File: src/rtl/button_press_gen.sv
// rtl/button_press_gen.sv - Pushbutton waveform generator for bursts of short/long presses
module button_press_gen #(
    parameter int SHORT_TICKS = 100,
    parameter int LONG_TICKS  = 1500,
    parameter int GAP_TICKS   = 300
) (
    input  logic       clk_1khz_i,
    input  logic       rst_i,
    input  logic       cmd_valid_i,
    input  logic       cmd_long_i,
    input  logic [3:0] cmd_count_i,
    input  logic       abort_i,
    output logic       cmd_ready_o,
    output logic       pushbutton_o,
    output logic       busy_o,
    output logic       done_o,
    output logic [3:0] remaining_o
);
    typedef enum logic [1:0] {IDLE, PRESS, GAP} state_t;

    // Tick counter is loaded with duration-1 and the state ends when it reaches zero.
    localparam logic [10:0] SHORT_LOAD = 11'(SHORT_TICKS - 1);
    localparam logic [10:0] LONG_LOAD  = 11'(LONG_TICKS - 1);
    localparam logic [10:0] GAP_LOAD   = 11'(GAP_TICKS - 1);

    state_t      state;
    logic [10:0] tick;
    logic        long_q;
    logic [10:0] press_load;

    assign press_load = long_q ? LONG_LOAD : SHORT_LOAD;

    always_ff @(posedge clk_1khz_i) begin
        if (rst_i) begin
            state        <= IDLE;
            tick         <= '0;
            remaining_o  <= '0;
            long_q       <= 1'b0;
            pushbutton_o <= 1'b0;
            busy_o       <= 1'b0;
            done_o       <= 1'b0;
            cmd_ready_o  <= 1'b0;
        end else begin
            done_o <= 1'b0;
            case (state)
                IDLE: begin
                    cmd_ready_o <= 1'b1;
                    if (cmd_ready_o && cmd_valid_i && !abort_i) begin
                        state        <= PRESS;
                        tick         <= cmd_long_i ? LONG_LOAD : SHORT_LOAD;
                        long_q       <= cmd_long_i;
                        remaining_o  <= (cmd_count_i == 4'd0) ? 4'd1 : cmd_count_i;
                        pushbutton_o <= 1'b1;
                        busy_o       <= 1'b1;
                        cmd_ready_o  <= 1'b0;
                    end
                end
                PRESS, GAP: begin
                    if (abort_i) begin
                        state        <= IDLE;
                        tick         <= '0;
                        remaining_o  <= '0;
                        pushbutton_o <= 1'b0;
                        busy_o       <= 1'b0;
                        cmd_ready_o  <= 1'b1;
                    end else if (tick != '0) begin
                        tick <= tick - 11'd1;
                    end else if (state == PRESS) begin
                        state        <= GAP;
                        tick         <= GAP_LOAD;
                        pushbutton_o <= 1'b0;
                        if (remaining_o != 4'd0) begin
                            remaining_o <= remaining_o - 4'd1;
                        end
                    end else if (remaining_o != 4'd0) begin
                        state        <= PRESS;
                        tick         <= press_load;
                        pushbutton_o <= 1'b1;
                    end else begin
                        state       <= IDLE;
                        busy_o      <= 1'b0;
                        cmd_ready_o <= 1'b1;
                        done_o      <= 1'b1;
                    end
                end
                default: begin
                    state        <= IDLE;
                    tick         <= '0;
                    remaining_o  <= '0;
                    pushbutton_o <= 1'b0;
                    busy_o       <= 1'b0;
                    cmd_ready_o  <= 1'b1;
                end
            endcase
        end
    end
endmodule

File: config.mk
export PLATFORM = sky130hd
export DESIGN_NAME = button_press_gen
export DESIGN_NICKNAME = d
export VERILOG_FILES = /design/src/rtl/button_press_gen.sv
export SDC_FILE = /design/constraint.sdc
export NUM_CORES = 1
export LEC_CHECK = 0
export ABC_AREA = 1
export BUFFER_PORTS_ARGS = -buffer_cell sky130_fd_sc_hd__buf_2
export CORE_MARGIN = 2
export CORE_UTILIZATION = 56
export DETAILED_ROUTE_END_ITERATION = 6
export HOLD_SLACK_MARGIN = 0.06
export PLACE_DENSITY_LB_ADDON = 0.1
export REMOVE_ABC_BUFFERS = 1
export SYNTH_ARGS = -nofsm -noshare
export SYNTH_HDL_FRONTEND = slang
export SYNTH_SLANG_ARGS = --single-unit
File: constraint.sdc
create_clock -name clk_1khz_i -period 2.2 [get_ports clk_1khz_i]
set_input_delay 0.33 -clock clk_1khz_i [delete_from_list [all_inputs] [get_ports clk_1khz_i]]
set_output_delay 0.33 -clock clk_1khz_i [all_outputs]
set_load 0.01 [all_outputs]
==> metrics, run 1 <==
critical path endpoint category flip-flop; diode count 0; Synth Instances 247; hold slack 291 ps; Slowest cell on crit path dfxtp_1; I/O Pins 17; CP max stage delay 390 ps; Post-Synth XOR/XNOR Area 0.564%; Core Region between 0.002 and 0.003 mm2; share of flip-flops with an asynchronous set or reset 0%; Synth Register Bits 22; # nets final approximately 280; r2r setup slk 340 ps; Finish-stage setup viols 0; multiplexer area fraction after synthesis 0%; critical path depth 11; run status finished, final reports clean; root buf cell clkbuf_4; first-pass GRT wire length ~6300 um; Final HPWL DP 2840 um; Syn Area/Cell about 6.3 um2; drt first pass iters 4; DRT Wirelength about 3600 um; Final GP Congestion 0.865; crit path buf inv count 2; total track usage 24.2%; GR Overflow Total 0; critical path data required time around 2400 ps; Syn Std Cell Area roughly 0.0016 mm2; period utilization 84.7%; post-CTS resize count 0; Worst R2R Start state[0]; largest family of logic cells by synthesized area simple AND/OR/NAND/NOR gates; Clk Latency, worst-skew pair 310 ps; Worst EP arrival between 2000 and 2500 ps; Critical R2R Capture tick[0]; DRT iter0 DRCs 65; Hold Fails Final Rpt 0; Cell Chain, Critical Path inv_1 -> ha_1 -> inv_1 -> nor2_4 -> nand2_1 -> nor2_4 -> nand2_2 -> nand2_4 -> nor2_4 -> o21ai_1 -> a21oi_1; Top FF cell, synth dfxtp_1; cts bufs inserted 3; PortBufs 16; f_max 0.536 GHz; depth of the worst register-to-register path 11; Flop pwr share 22.7%; Crit path max-delay family simple AND/OR/NAND/NOR gates; Worst-path clk slew 130 ps; Peak VDD IR 1.12 mV; crit path to tick[0]; CTS hold repair buffers 0; Sink Count 22; full die area 0.00321 mm2; Lkg Pwr about 0.00084 uW; post-layout util 63.7%; H-tree levels 1; crit-path most repeated cell nor2_4; RSZ-0062 raised after global routing no; Final min period 1860 ps; cell-internal power 1450 uW; FP Rows 19; drt wl/cell between 10 and 15 um; worst setup path start state[0]; starting density of the core between 50% and 60%; post-CTS setup buffers 0; overall power 3090 uW; Worst setup SP type flip-flop; Slew headroom 77.4%; CTS tree done; type of the worst min-delay path in2reg; YS warnings 0; largest net degree at the start of global routing 19; Comb power frac 67.2%; # DRC 0; EDFF count, synth 0; crit path kind reg2reg; Clk pwr share 10.1%; P&R area growth vs syn 10.1%; setup TNS 0 ps; via count 1571; Synth Area in Compound Gates 15.1%; Routed Antenna Nets 0; switching pwr 1640 uW; Max Root-Sink Buffers 2; vias per cell ~5.3; worst slew pin tran 339 ps; CP max FO 10; Sw Share about 53%; simple-gate share of the synthesized area 41.2%; initial antenna violation count 0; post-synthesis sequential area ratio 28.3%; die width roughly 57 um; Layout fillers roughly 280; DIE HEIGHT 56.7 um; Final Max Slew Viols 0; skew final 5.87 ps; Power per Cell Area 1810 mW/mm2; vias in the first global route 1491; Yosys cell types 24; share of cells above drive strength 1 17.8%; Adder-Cell Fraction of Synth Area 5.64%; max_cap viols 0
==> cell usage in the layout (no fill, tap or decap) <==
master	Yosys	routed
dfxtp_1	22	22
nand2_2	4	4
clkbuf_4	0	3
a21oi_2	1	1
buf_2	0	16
inv_2	6	6
inv_1	28	28
nand2_4	3	3
o21ai_1	2	2
nor3_1	1	1
a211oi_1	1	1
nand2_1	74	74
or2_2	2	2
nor2_8	1	1
xor2_1	1	1
nor2_1	21	21
a21o_1	1	1
nor2_4	6	6
o21ai_0	13	13
nor2_2	4	4
bufinv_16	0	1
nand3_1	19	19
a21oi_1	27	27
ha_1	7	7
==> worst register-to-register path: cells and delay by family, from the launching register on <==
family                   cells  cell delay (ps)
AO/OA/AOI/OAI                2              160
adder cells (fa/ha/maj)      1              280
buffers and inverters        2              130
flip-flops                   1              390
AND/OR/NAND/NOR              6              800
==> per-stage QoR <==
step,instances,area (um2),worst slack (ps)
after global placement,291,1660,394
after detailed placement,291,1660,346
final,295,1710,336
after floorplan,244,1540,566
after global routing,295,1710,165
after CTS,295,1710,321
==> how the worst min path moves through the flow <==
| stage | start | endpoint | slack [ps] | cells past startpoint |
|---|---|---|---|---|
| 6_report | cmd_long_i | long_q | 290 | 3 |
| 5_1_grt | cmd_long_i | long_q | 320 | 3 |
| 4_1_cts | cmd_long_i | long_q | 290 | 3 |
| 3_5_place_dp | remaining_o[1] | remaining_o[1] | 470 | 2 |
| 3_3_place_gp | tick[1] | tick[1] | 470 | 2 |
| 2_1_floorplan | rst_i | busy_o | 400 | 1 |
==> metal layers <==
layer	track usage (%)	share of wire, %
met2	42.4	49
met3	2.30	3.8
met1	30.5	45
met4	8.84	2.3
met5	0	0
==> power groups by stage <==
stage	Combinational [uW]	Sequential (uW)	Clock (uW)
3_5_place_dp	2070	710	0
2_1_floorplan	1630	698	0
5_1_grt	2380	723	332
6_report	2080	703	311
3_3_place_gp	2060	708	0
4_1_cts	2080	702	314
==> Yosys cell counts, types with 2 or more instances <==
master | n | area share, %
a21oi_1 | 27 | 8.7
nor2_2 | 4 | 1.6
inv_1 | 28 | 6.8
o21ai_0 | 13 | 4.2
or2_2 | 2 | 0.81
nand2_4 | 3 | 2.2
nand2_1 | 74 | 18
nand2_2 | 4 | 1.6
ha_1 | 7 | 5.6
dfxtp_1 | 22 | 28
inv_2 | 6 | 1.4
nor2_4 | 6 | 4.3
nand3_1 | 19 | 6.1
nor2_1 | 21 | 5.1
o21ai_1 | 2 | 0.64
==> logic make-up (layout without fill, tap and decap cells) <==
family / after synthesis / count (layout)
simple gates: 135 / 135
compound gates: 45 / 45
flops: 22 / 22
buf+inv: 37 / 54
xor+xnor: 1 / 1
fa+ha+maj: 7 / 7
==> layout make-up <==
| class | instances | area, um2 | share of cell area (%) |
|---|---|---|---|
| clock inverters | 1 | 30.0 | 1.76 |
| flip-flops and latches | 22 | 440 | 25.7 |
| well taps | 31 | 38.8 | 2.27 |
| clock buffers | 3 | 22.5 | 1.32 |
| inverters | 34 | 128 | 7.46 |
| multi-input cells | 188 | 971 | 56.8 |
| repair buffers | 16 | 80.1 | 4.68 |
==> sequential cells by signal, summed over array words and instances (netlist names) <==
signal and cells:
done_o 1, busy_o 1, remaining_o 4, pushbutton_o 1, long_q 1, tick 11
state 2, cmd_ready_o 1
Note: power is estimated with default switching activity, not from simulation.
==> run 2: changes to the inputs <==
--- a/config.mk
+++ b/config.mk
@@ -8,7 +8,7 @@
 export ABC_AREA = 1
 export BUFFER_PORTS_ARGS = -buffer_cell sky130_fd_sc_hd__buf_2
 export CORE_MARGIN = 2
-export CORE_UTILIZATION = 56
+export CORE_UTILIZATION = 52
 export DETAILED_ROUTE_END_ITERATION = 6
 export HOLD_SLACK_MARGIN = 0.06
 export PLACE_DENSITY_LB_ADDON = 0.1
==> constraint.sdc (replaced) <==
create_clock -name clk_1khz_i -period 1.5 [get_ports clk_1khz_i]
set_input_delay 0.225 -clock clk_1khz_i [delete_from_list [all_inputs] [get_ports clk_1khz_i]]
set_output_delay 0.225 -clock clk_1khz_i [all_outputs]
set_load 0.01 [all_outputs]
==> run 2 against run 1 <==
The flow now finishes with violations (negative setup slack). Largest power group unchanged. Wire length is 31% higher. Clock power rose by 53%. Utilization rose by 14 points. Count of clock-buffer cells in the layout unchanged. Maximum frequency is 12% higher. Sequential cell count unchanged.
==> metrics, run 2 (synthesis gave the netlist of run 1 again) <==
Flop pwr share 17.2% (was 22.7%); dpl cells 322 (was 291); Post-Layout Cell Count 334 (was 295); Final GP Congestion 0.892 (was 0.865); cell-internal power 2900 uW (was 1450 uW); via count 1800 (was 1571); H-tree levels 1 (unchanged); Routed Antenna Nets 0 (unchanged); Worst EP arrival 1890 ps (was 2070 ps); f_max 0.598 GHz (was 0.536 GHz); Power per Cell Area 2720 mW/mm2 (was 1810 mW/mm2); overall power 5910 uW (was 3090 uW); CTS tree done (unchanged); PortBufs 16 (unchanged); worst slew pin tran 392 ps (was 339 ps); initial antenna violation count 0 (unchanged); I/O Pins 17 (unchanged); Max Root-Sink Buffers 2 (unchanged); period utilization 111% (was 84.7%); vias in the first global route 1727 (was 1491); Crit path max-delay family compound AO/OA/AOI/OAI gates (was simple AND/OR/NAND/NOR gates); type of the worst min-delay path in2reg (unchanged); first-pass GRT wire length 7490 um (was 6270 um); DRT iter0 DRCs 90 (was 65); cts bufs inserted 3 (unchanged); Core Region 0.00281 mm2 (was 0.00269 mm2); diode count 0 (unchanged); largest net degree at the start of global routing 19 (unchanged); full die area 0.00344 mm2 (was 0.00321 mm2); # DRC 0 (unchanged); switching pwr 3010 uW (was 1640 uW); Hold Fails Final Rpt 0 (unchanged); DIE HEIGHT 58.7 um (was 56.7 um); DRT Wirelength 4670 um (was 3580 um); Largest regs tick x11, remaining_o x4, state x2 (unchanged); GR Overflow Total 0 (unchanged); Final HPWL DP 3080 um (was 2840 um); share of cells above drive strength 1 38.6% (was 17.8%); Sink Count 22 (unchanged); crit path buf inv count 4 (was 2); critical path endpoint category flip-flop (unchanged); CP max FO 5 (was 10); Clk Latency, worst-skew pair 330 ps (was 310 ps); failing checks negative setup slack; Slew headroom 73.9% (was 77.4%); most common cell after layout, fill and taps aside nand2_1 (unchanged); CP max stage delay 360 ps (was 390 ps); RSZ-0062 raised after global routing yes (was no); Top reg by flops tick (unchanged); Sw Share 50.9% (was 53.1%); run status complete, but fails checks (was finished, final reports clean); crit path kind reg2reg (unchanged); drt wl/cell 14.0 um (was 12.1 um); P&R area growth vs syn 39.9% (was 10.1%); die width 58.7 um (was 56.7 um); setup TNS -1840 ps (was 0 ps); total track usage 28.3% (was 24.2%); starting density of the core 55.4% (was 57.8%); Setup WS pre-CTS -155 ps (was 346 ps); max reg flops 11 (unchanged); max_cap viols 0 (unchanged); skew final 2.28 ps (was 5.87 ps); post-layout util 77.5% (was 63.7%); Final min period 1670 ps (was 1860 ps); Finish-stage setup viols 20 (was 0); Lkg Pwr 0.00106 uW (was 0.000843 uW); Final WS setup -171 ps (was 336 ps); Slowest cell on crit path dfxtp_2 (was dfxtp_1); Cell Chain, Critical Path inv_2 -> ha_4 -> inv_2 -> nor2_4 -> buf_4 -> inv_6 -> nor2_4 -> o21ai_1 -> a21oi_1 -> o21ai_0 -> a21oi_1 (was inv_1 -> ha_1 -> inv_1 -> nor2_4 -> nand2_1 -> nor2_4 -> nand2_2 -> nand2_4 -> nor2_4 -> o21ai_1 -> a21oi_1); Worst setup SP type flip-flop (unchanged); Comb power frac 74.7% (was 67.2%); Final Max Slew Viols 0 (unchanged); Peak VDD IR 1.46 mV (was 1.12 mV); CTS hold repair buffers 0 (unchanged); drt first pass iters 4 (unchanged); root buf cell clkbuf_4 (unchanged); most frequent cells in the layout nand2_1 (70), buf_4 (33), a21oi_1 (23) (was nand2_1 (74), inv_1 (28), a21oi_1 (27), dfxtp_1 (22), nor2_1 (21)); Clk pwr share 8.1% (was 10.1%); Worst-path clk slew 130 ps (about the same); critical path data required time 1720 ps (was 2410 ps); FP Rows 19 (unchanged); # nets final 320 (was 281); vias per cell 5.39 (was 5.33)
run 2: worst paths after layout:
kind	slack [ps]	startpoint	end	cells after the start
worst max-delay path	-170	state[1]	state[0]	11
worst min-delay path	160	cmd_long_i	long_q	3
worst max register to register	-170	state[1]	state[0]	11
worst min register to register	490	tick[1]	tick[1]	2
run 2: routing by layer:
metal,vias to the layer above,routed length (um),global-route usage [%]
met5,-,0,0
li1,903,-,-
met2,62,2470,50.7
met3,16,213,3.30
met1,819,1850,33.9
met4,0,136,12.3
run 2: power groups by stage:
stage / sequential [uW] / combinational (uW) / clock, uW
CTS: 990 / 4090 / 479
global route: 1040 / 4860 / 486
floorplan: 1020 / 2400 / 0
global placement: 988 / 3610 / 0
finish: 1020 / 4420 / 476
detailed placement: 991 / 3650 / 0
run 2: tightest hold or removal path, stage by stage:
cell     delay, ps
buf_2          110
nand2_1         60
a21oi_1         50
run 2: layout make-up:
| type | instances | area [um2] |
|---|---|---|
| fillers | 205 | 632 |
| flip-flops and latches | 22 | 445 |
| repair buffers | 53 | 373 |
| multi-input cells | 190 | 1130 |
| clock buffers | 3 | 22.5 |
| clock inverters | 1 | 30.0 |
| inverters | 34 | 135 |
| well taps | 31 | 38.8 |
run 2: through the flow:
| step | cell area, um2 | hold WS (ps) |
|---|---|---|
| after CTS | 2090 | 170 |
| after detailed placement | 1890 | 464 |
| after global placement | 1890 | 458 |
| after floorplan | 1540 | 294 |
| final | 2170 | 156 |
| after global routing | 2170 | 199 |
run 2: what timing repair did:
action / CTS / global route
setup buffers: 4 / 2
gates resized for setup: 34 / 22
cloned: 2 / 0
pin swaps: 17 / 15
setup endpoints to repair: 20 / 21
